[config.mk]
export PLATFORM = sky130hd
export DESIGN_NAME = exc_ctrl_unit_flat
export DESIGN_NICKNAME = d
export VERILOG_FILES = /design/src/rtl/exc_ctrl_unit_pkg.sv /design/src/rtl/exc_ctrl_unit_if.sv /design/src/rtl/exc_prio_sel.sv /design/src/rtl/exc_ctrl_unit.sv /design/src/flat_wrapper.sv
export SDC_FILE = /design/constraint.sdc
export NUM_CORES = 1
export LEC_CHECK = 0
export CAP_MARGIN = 25
export CORE_MARGIN = 2
export CORE_UTILIZATION = 46
export DETAILED_ROUTE_END_ITERATION = 10
export PLACE_DENSITY_LB_ADDON = 0.1
export SYNTH_ARGS = -nofsm -noshare
export SYNTH_HDL_FRONTEND = slang
export SYNTH_SLANG_ARGS = --single-unit
[constraint.sdc]
create_clock -name clk -period 3.8 [get_ports clk]
set_clock_uncertainty 0.15 [all_clocks]
set_input_delay 0.95 -clock clk [delete_from_list [all_inputs] [get_ports clk]]
set_output_delay 0.95 -clock clk [all_outputs]
set_load 0.02 [all_outputs]
[src/rtl/exc_ctrl_unit_pkg.sv]
// Shared types and constants for the pipeline exception/stall controller.
// Pause masks stall the named stage together with every earlier stage.
package exc_ctrl_unit_pkg;

  localparam int unsigned PAUSE_W   = 8;
  localparam logic [6:0]  ECODE_INT = 7'h00;

  localparam logic [PAUSE_W-1:0] PAUSE_NONE     = 8'h00;
  localparam logic [PAUSE_W-1:0] PAUSE_IF       = 8'h03;
  localparam logic [PAUSE_W-1:0] PAUSE_ID       = 8'h07;
  localparam logic [PAUSE_W-1:0] PAUSE_DISPATCH = 8'h0F;
  localparam logic [PAUSE_W-1:0] PAUSE_EX       = 8'h1F;
  localparam logic [PAUSE_W-1:0] PAUSE_MEM      = 8'h3F;
  localparam logic [PAUSE_W-1:0] PAUSE_ALL      = 8'h7F;

  typedef enum logic [1:0] {
    StRun,
    StFlush,
    StIdle
  } ctrl_state_t;

  typedef struct packed {
    logic [5:0]      is_exception;
    logic [5:0][6:0] exception_cause;
    logic [31:0]     pc;
    logic [31:0]     exception_addr;
    logic            is_ertn;
    logic            is_idle;
    logic            pause_mem;
  } mem_ctrl_t;

  typedef struct packed {
    logic pause_if;
    logic pause_id;
    logic pause_dispatch;
    logic pause_ex;
    logic pause_mem;
  } pause_t;

  typedef struct packed {
    logic [PAUSE_W-1:0] pause;
    logic               exception_flush;
  } ctrl_t;

  typedef struct packed {
    logic [31:0] exception_new_pc;
    logic        is_interrupt;
  } ctrl_pc_t;

  // The latest requesting stage decides the mask.
  function automatic logic [PAUSE_W-1:0] pause_mask(pause_t req, logic mem_pause);
    if (req.pause_mem || mem_pause) return PAUSE_MEM;
    if (req.pause_ex)               return PAUSE_EX;
    if (req.pause_dispatch)         return PAUSE_DISPATCH;
    if (req.pause_id)               return PAUSE_ID;
    if (req.pause_if)               return PAUSE_IF;
    return PAUSE_NONE;
  endfunction

endpackage

[src/rtl/exc_ctrl_unit_if.sv]
// Bundle of MEM report, CSR state and control outputs around exc_ctrl_unit.
// The slave modport is the controller's view; master is the surrounding pipeline.
interface exc_ctrl_unit_if;
  import exc_ctrl_unit_pkg::*;

  mem_ctrl_t   mem_ctrl_i;
  logic        mem_valid_i;
  pause_t      pause_req_i;
  logic        is_interrupt_i;
  logic [31:0] eentry_i;
  logic [31:0] era_i;

  ctrl_t       ctrl_o;
  ctrl_pc_t    ctrl_pc_o;
  logic        csr_exc_valid_o;
  logic [6:0]  csr_exc_cause_o;
  logic [31:0] csr_exc_pc_o;
  logic [31:0] csr_exc_badv_o;
  logic        csr_ertn_o;

  modport master (
    output mem_ctrl_i, mem_valid_i, pause_req_i, is_interrupt_i, eentry_i, era_i,
    input  ctrl_o, ctrl_pc_o, csr_exc_valid_o, csr_exc_cause_o, csr_exc_pc_o,
           csr_exc_badv_o, csr_ertn_o
  );

  modport slave (
    input  mem_ctrl_i, mem_valid_i, pause_req_i, is_interrupt_i, eentry_i, era_i,
    output ctrl_o, ctrl_pc_o, csr_exc_valid_o, csr_exc_cause_o, csr_exc_pc_o,
           csr_exc_badv_o, csr_ertn_o
  );
endinterface

[src/rtl/exc_prio_sel.sv]
// Priority select over the per-stage exception flags; the highest index
// (earliest pipeline stage, IF at bit 5) supplies the cause.
module exc_prio_sel (
  input  logic [5:0]      is_exception_i,
  input  logic [5:0][6:0] exception_cause_i,
  output logic            hit_o,
  output logic [6:0]      cause_o
);

  always_comb begin
    hit_o   = |is_exception_i;
    cause_o = '0;
    for (int i = 0; i < 6; i++) begin
      if (is_exception_i[i]) cause_o = exception_cause_i[i];
    end
  end

endmodule

[src/rtl/exc_ctrl_unit.sv]
// Pipeline control responder: turns MEM-stage exception/ertn/idle reports into
// stall masks, a one-cycle flush with redirect target, and CSR commit pulses.
module exc_ctrl_unit
  import exc_ctrl_unit_pkg::*;
(
  input logic            clk,
  input logic            rst,
  exc_ctrl_unit_if.slave bus
);

  ctrl_state_t        state_q, state_d;
  logic               flush_q, flush_d;
  logic               exc_valid_q, exc_valid_d;
  logic               ertn_q, ertn_d;
  logic               is_int_q, is_int_d;
  logic [6:0]         cause_q, cause_d;
  logic [31:0]        new_pc_q, new_pc_d;
  logic [31:0]        exc_pc_q, exc_pc_d;
  logic [31:0]        badv_q, badv_d;
  logic [31:0]        idle_pc_q, idle_pc_d;
  logic               exc_hit;
  logic [6:0]         exc_cause;
  logic [PAUSE_W-1:0] pause;

  exc_prio_sel u_prio_sel (
    .is_exception_i    (bus.mem_ctrl_i.is_exception),
    .exception_cause_i (bus.mem_ctrl_i.exception_cause),
    .hit_o             (exc_hit),
    .cause_o           (exc_cause)
  );

  always_comb begin
    state_d     = state_q;
    flush_d     = 1'b0;
    exc_valid_d = 1'b0;
    ertn_d      = 1'b0;
    is_int_d    = is_int_q;
    cause_d     = cause_q;
    new_pc_d    = new_pc_q;
    exc_pc_d    = exc_pc_q;
    badv_d      = badv_q;
    idle_pc_d   = idle_pc_q;
    unique case (state_q)
      StRun: begin
        if (bus.mem_valid_i) begin
          if (bus.is_interrupt_i || exc_hit) begin
            state_d     = StFlush;
            flush_d     = 1'b1;
            exc_valid_d = 1'b1;
            is_int_d    = bus.is_interrupt_i;
            cause_d     = bus.is_interrupt_i ? ECODE_INT : exc_cause;
            new_pc_d    = bus.eentry_i;
            exc_pc_d    = bus.mem_ctrl_i.pc;
            badv_d      = bus.mem_ctrl_i.exception_addr;
          end else if (bus.mem_ctrl_i.is_ertn) begin
            state_d  = StFlush;
            flush_d  = 1'b1;
            ertn_d   = 1'b1;
            is_int_d = 1'b0;
            new_pc_d = bus.era_i;
          end else if (bus.mem_ctrl_i.is_idle) begin
            state_d   = StIdle;
            idle_pc_d = bus.mem_ctrl_i.pc;
          end
        end
      end
      StFlush: state_d = StRun;
      StIdle: begin
        // Wake-up interrupt resumes after the idle instruction.
        if (bus.is_interrupt_i) begin
          state_d     = StFlush;
          flush_d     = 1'b1;
          exc_valid_d = 1'b1;
          is_int_d    = 1'b1;
          cause_d     = ECODE_INT;
          new_pc_d    = bus.eentry_i;
          exc_pc_d    = idle_pc_q + 32'd4;
          badv_d      = bus.mem_ctrl_i.exception_addr;
        end
      end
      default: state_d = StRun;
    endcase
  end

  always_comb begin
    unique case (state_q)
      StRun:   pause = pause_mask(bus.pause_req_i, bus.mem_ctrl_i.pause_mem);
      StIdle:  pause = PAUSE_ALL;
      default: pause = PAUSE_NONE;
    endcase
  end

  always_ff @(posedge clk or negedge rst) begin
    if (!rst) begin
      state_q     <= StRun;
      flush_q     <= 1'b0;
      exc_valid_q <= 1'b0;
      ertn_q      <= 1'b0;
      is_int_q    <= 1'b0;
      cause_q     <= '0;
      new_pc_q    <= '0;
      exc_pc_q    <= '0;
      badv_q      <= '0;
      idle_pc_q   <= '0;
    end else begin
      state_q     <= state_d;
      flush_q     <= flush_d;
      exc_valid_q <= exc_valid_d;
      ertn_q      <= ertn_d;
      is_int_q    <= is_int_d;
      cause_q     <= cause_d;
      new_pc_q    <= new_pc_d;
      exc_pc_q    <= exc_pc_d;
      badv_q      <= badv_d;
      idle_pc_q   <= idle_pc_d;
    end
  end

  assign bus.ctrl_o          = '{pause: pause, exception_flush: flush_q};
  assign bus.ctrl_pc_o       = '{exception_new_pc: new_pc_q, is_interrupt: is_int_q};
  assign bus.csr_exc_valid_o = exc_valid_q;
  assign bus.csr_exc_cause_o = cause_q;
  assign bus.csr_exc_pc_o    = exc_pc_q;
  assign bus.csr_exc_badv_o  = badv_q;
  assign bus.csr_ertn_o      = ertn_q;

endmodule
[src/flat_wrapper.sv]
// flat-port wrapper written by rule: the top's interface ports become plain ports
module exc_ctrl_unit_flat import exc_ctrl_unit_pkg::*;
  (clk, rst, bus_mem_ctrl_i, bus_mem_valid_i, bus_pause_req_i, bus_is_interrupt_i, bus_eentry_i, bus_era_i, bus_ctrl_o, bus_ctrl_pc_o, bus_csr_exc_valid_o, bus_csr_exc_cause_o, bus_csr_exc_pc_o, bus_csr_exc_badv_o, bus_csr_ertn_o);
  exc_ctrl_unit_if bus_i ();
  input logic clk;
  input logic rst;
  input wire logic [$bits(bus_i.mem_ctrl_i)-1:0] bus_mem_ctrl_i;
  input wire logic [$bits(bus_i.mem_valid_i)-1:0] bus_mem_valid_i;
  input wire logic [$bits(bus_i.pause_req_i)-1:0] bus_pause_req_i;
  input wire logic [$bits(bus_i.is_interrupt_i)-1:0] bus_is_interrupt_i;
  input wire logic [$bits(bus_i.eentry_i)-1:0] bus_eentry_i;
  input wire logic [$bits(bus_i.era_i)-1:0] bus_era_i;
  output wire logic [$bits(bus_i.ctrl_o)-1:0] bus_ctrl_o;
  output wire logic [$bits(bus_i.ctrl_pc_o)-1:0] bus_ctrl_pc_o;
  output wire logic [$bits(bus_i.csr_exc_valid_o)-1:0] bus_csr_exc_valid_o;
  output wire logic [$bits(bus_i.csr_exc_cause_o)-1:0] bus_csr_exc_cause_o;
  output wire logic [$bits(bus_i.csr_exc_pc_o)-1:0] bus_csr_exc_pc_o;
  output wire logic [$bits(bus_i.csr_exc_badv_o)-1:0] bus_csr_exc_badv_o;
  output wire logic [$bits(bus_i.csr_ertn_o)-1:0] bus_csr_ertn_o;
  assign bus_i.mem_ctrl_i = bus_mem_ctrl_i;
  assign bus_i.mem_valid_i = bus_mem_valid_i;
  assign bus_i.pause_req_i = bus_pause_req_i;
  assign bus_i.is_interrupt_i = bus_is_interrupt_i;
  assign bus_i.eentry_i = bus_eentry_i;
  assign bus_i.era_i = bus_era_i;
  assign bus_ctrl_o = bus_i.ctrl_o;
  assign bus_ctrl_pc_o = bus_i.ctrl_pc_o;
  assign bus_csr_exc_valid_o = bus_i.csr_exc_valid_o;
  assign bus_csr_exc_cause_o = bus_i.csr_exc_cause_o;
  assign bus_csr_exc_pc_o = bus_i.csr_exc_pc_o;
  assign bus_csr_exc_badv_o = bus_i.csr_exc_badv_o;
  assign bus_csr_ertn_o = bus_i.csr_ertn_o;
  exc_ctrl_unit u_core (.clk(clk), .rst(rst), .bus(bus_i));
endmodule
==> results.cfg <==
[grt]
grt_usage_pct = 26.5
first_global_vias = 6229
grt_pass1_wl_mm = 33.1
overflow = 0
antenna_found_initial = 0
grt_max_degree = 78

[clock_network]
numCtsBuffers = 17
clkSinkCount = 141
cts_max_level = 4
postCtsHoldBufs = 0
clock_path_buffers = 2
cts_root_buf = clkbuf_16
clk_latency_ns = 0.43
cts_tree = built
clkTransAtPathRegs_ns = 0.05
cts_resized = 0
cts_setup_buffers = 0

[logic_synthesis]
async_flop_share_pct = 100
yosysWarnings = 0
synth-seq-cells = 141
yosysSeqAreaShare_pct = 52.0
synth_cells = 712
synth_edf_count = 0
synth_cell_types = 50
avgSynthCellArea_um2 = 9.53
syn-num-nets = 901
netlist_area_um2 = 6790
synth_ff_type = dfrtp_1

[floorplan]
start_util_pct = 46.9
ioPinCount = 303
die_w_um = 125
die_h_um = 125
std_cell_rows = 44
die_area_um2 = 15700
design.core.area_um2 = 14500

[placement]
preCtsSetupSlack_ns = 0.0377
place_congestion = 0.925
place_hpwl_mm = 15.1
port_buffers = 301

[worst_setup_path]
start_kind = input pin
cpPeakStageDelay_ns = 0.58
crit_buf_inv = 2
arrival_ns = 2.63
critical_path.cell_chain = clkdlybuf4s50_1 > nor4_2 > a21o_1 > o21ai_0 > clkdlybuf4s50_1
crit_top_cell = clkdlybuf4s50_1
crit_fanout = 3
crit_family = buffers and inverters
criticalPathCategory = input pin to output pin
cp.required_ns = 2.70
cpMaxStageDelayCell = clkdlybuf4s50_1
crit_path_end_kind = output pin

[route]
wl_per_cell_um = 17.2
via_per_inst = 5.23
routed_wirelength_mm = 20.6
drc = 0
num_vias = 6266
dr.pass1.iters = 5
drtAntennaViolNets = 0
initialDrtViolationCount = 322

[run]
maxCapViolCount = 0

[power]
power.leakage_nw = 4.53
vdd_drop_max_mv = 0.327
powerDensity_nw_per_um2 = 466

[cells_and_area]
most-common-layout-cells = 300 x clkdlybuf4s50_1, 178 x nand2_1, 141 x dfrtp_1
synthToLayoutAreaGrowth_pct = 56.6
final_core_util_pct = 73.4
drive_gt1_share_pct = 6.61
n_antenna_cell = 0
finalNetCount = 1191
layout_commonest_cell = clkdlybuf4s50_1

[timing]
relSlewSlack_pct = 63.8
setup_violations = 0
slew_viol_final = 0
fin_tns_setup_ns = 0
tightest_slew_ns = 0.543
period_share_pct = 98.1
timing.fmax_mhz = 268
setup_ws_ns = 0.0713
finalHoldViolations = 0
post-route-min-period_ns = 3.73

[run_status]
status = completed

[min_path]
hp-class = register to register
[cell type report]
cell class | instances | area (um2)
inverters | 23 | 86.3
repair buffers | 318 | 3220
flip-flops and latches | 141 | 3530
multi-input cells | 501 | 2960
well taps | 184 | 230
fillers | 1084 | 3850
clock inverters | 9 | 136
clock buffers | 21 | 470
[report_power, final]
part | switching [mW] | leakage (nW) | total, mW | internal, mW
clock network | 0.630 | 0.292 | 1.71 | 1.08
logic | 0.696 | 2.49 | 1.38 | 0.689
registers | 0.130 | 1.75 | 1.85 | 1.72
[cell usage after synthesis (all sizes together), types with 3 or more instances]
cell type	count	share of area, %
a21oi	29	2.2
o22ai	16	1.5
xnor2	18	2.3
o31ai	8	0.88
dfrtp	141	52
and4	3	0.39
mux2i	35	5.2
buf	24	2.4
o21ai	65	4.8
a221o	5	0.74
nor3	14	1.1
nor2	32	1.8
a31oi	3	0.28
a221oi	7	0.90
nand2	178	9.8
clkbuf	23	1.3
nor2b	3	0.28
nand3	12	0.88
xor2	5	0.65
inv	23	1.3
and3	3	0.28
nand4	7	0.65
mux2	27	4.5
nor4	8	1.4
[metrics by stage]
step	instances	power (mW)	cell area, um2	hold slack (ns)
floorplan	712	2.45	6790	0.301
global placement	1166	3.24	9990	0.306
detailed placement	1166	3.26	9990	0.311
CTS	1196	4.98	10600	0.325
global route	1197	5.17	10600	0.341
finish	1197	4.95	10600	0.319
[path summary, 6_finish.rpt]
kind,from,end,slack [ns],cells past startpoint
max,bus_mem_ctrl_i[0],bus_ctrl_o[2],0.07,5
min,u_core.bus.csr_exc_badv_o[16],u_core.bus.csr_exc_badv_o[16],0.32,2
max reg2reg,u_core.state_q[0],u_core.new_pc_q[28],1.46,7
min reg2reg,u_core.bus.csr_exc_badv_o[16],u_core.bus.csr_exc_badv_o[16],0.32,2
max in group asynchronous,rst,u_core.bus.csr_exc_badv_o[2],2.41,2
min in group asynchronous,rst,u_core.bus.csr_exc_badv_o[16],0.33,1
[registers in the layout (all words and copies together) (netlist names)]
| register | count |
|---|---|
| u_core.state_q | 2 |
| u_core.flush_q | 1 |
| u_core.bus.csr_exc_pc_o | 32 |
| u_core.new_pc_q | 32 |
| u_core.is_int_q | 1 |
| u_core.bus.csr_exc_cause_o | 7 |
| u_core.bus.csr_ertn_o | 1 |
| u_core.bus.csr_exc_badv_o | 32 |
| u_core.bus.csr_exc_valid_o | 1 |
| u_core.idle_pc_q | 32 |
[logic make-up after synthesis]
family          Yosys count  synth area share, %
simple gates            270                 17.7
compound gates          144                 12.6
flops                   141                 52.0
buf+inv                  70                 4.90
mux                      62                 9.64
xor+xnor                 23                 2.97
fa+ha+maj                 1                0.184
other cells               1               0.0552
[worst reg2reg max path: cells and delay by family, from the launching register on]
| family | cells | cell delay (ns) |
|---|---|---|
| flops | 1 | 0.65 |
| buf+inv | 3 | 0.57 |
| simple gates | 2 | 0.45 |
| mux | 1 | 0.29 |
| compound gates | 1 | 0.10 |
[per-layer routing]
metal  global-route usage, %  vias to the layer above  wire length, um
met4                    8.63                        0              468
met2                    43.7                      241             9910
met3                    7.40                       32             1760
met5                       0                        -                0
met1                    34.0                     2976             8480
li1                        -                     3017                -
Note: power is estimated with default switching activity, not from simulation.
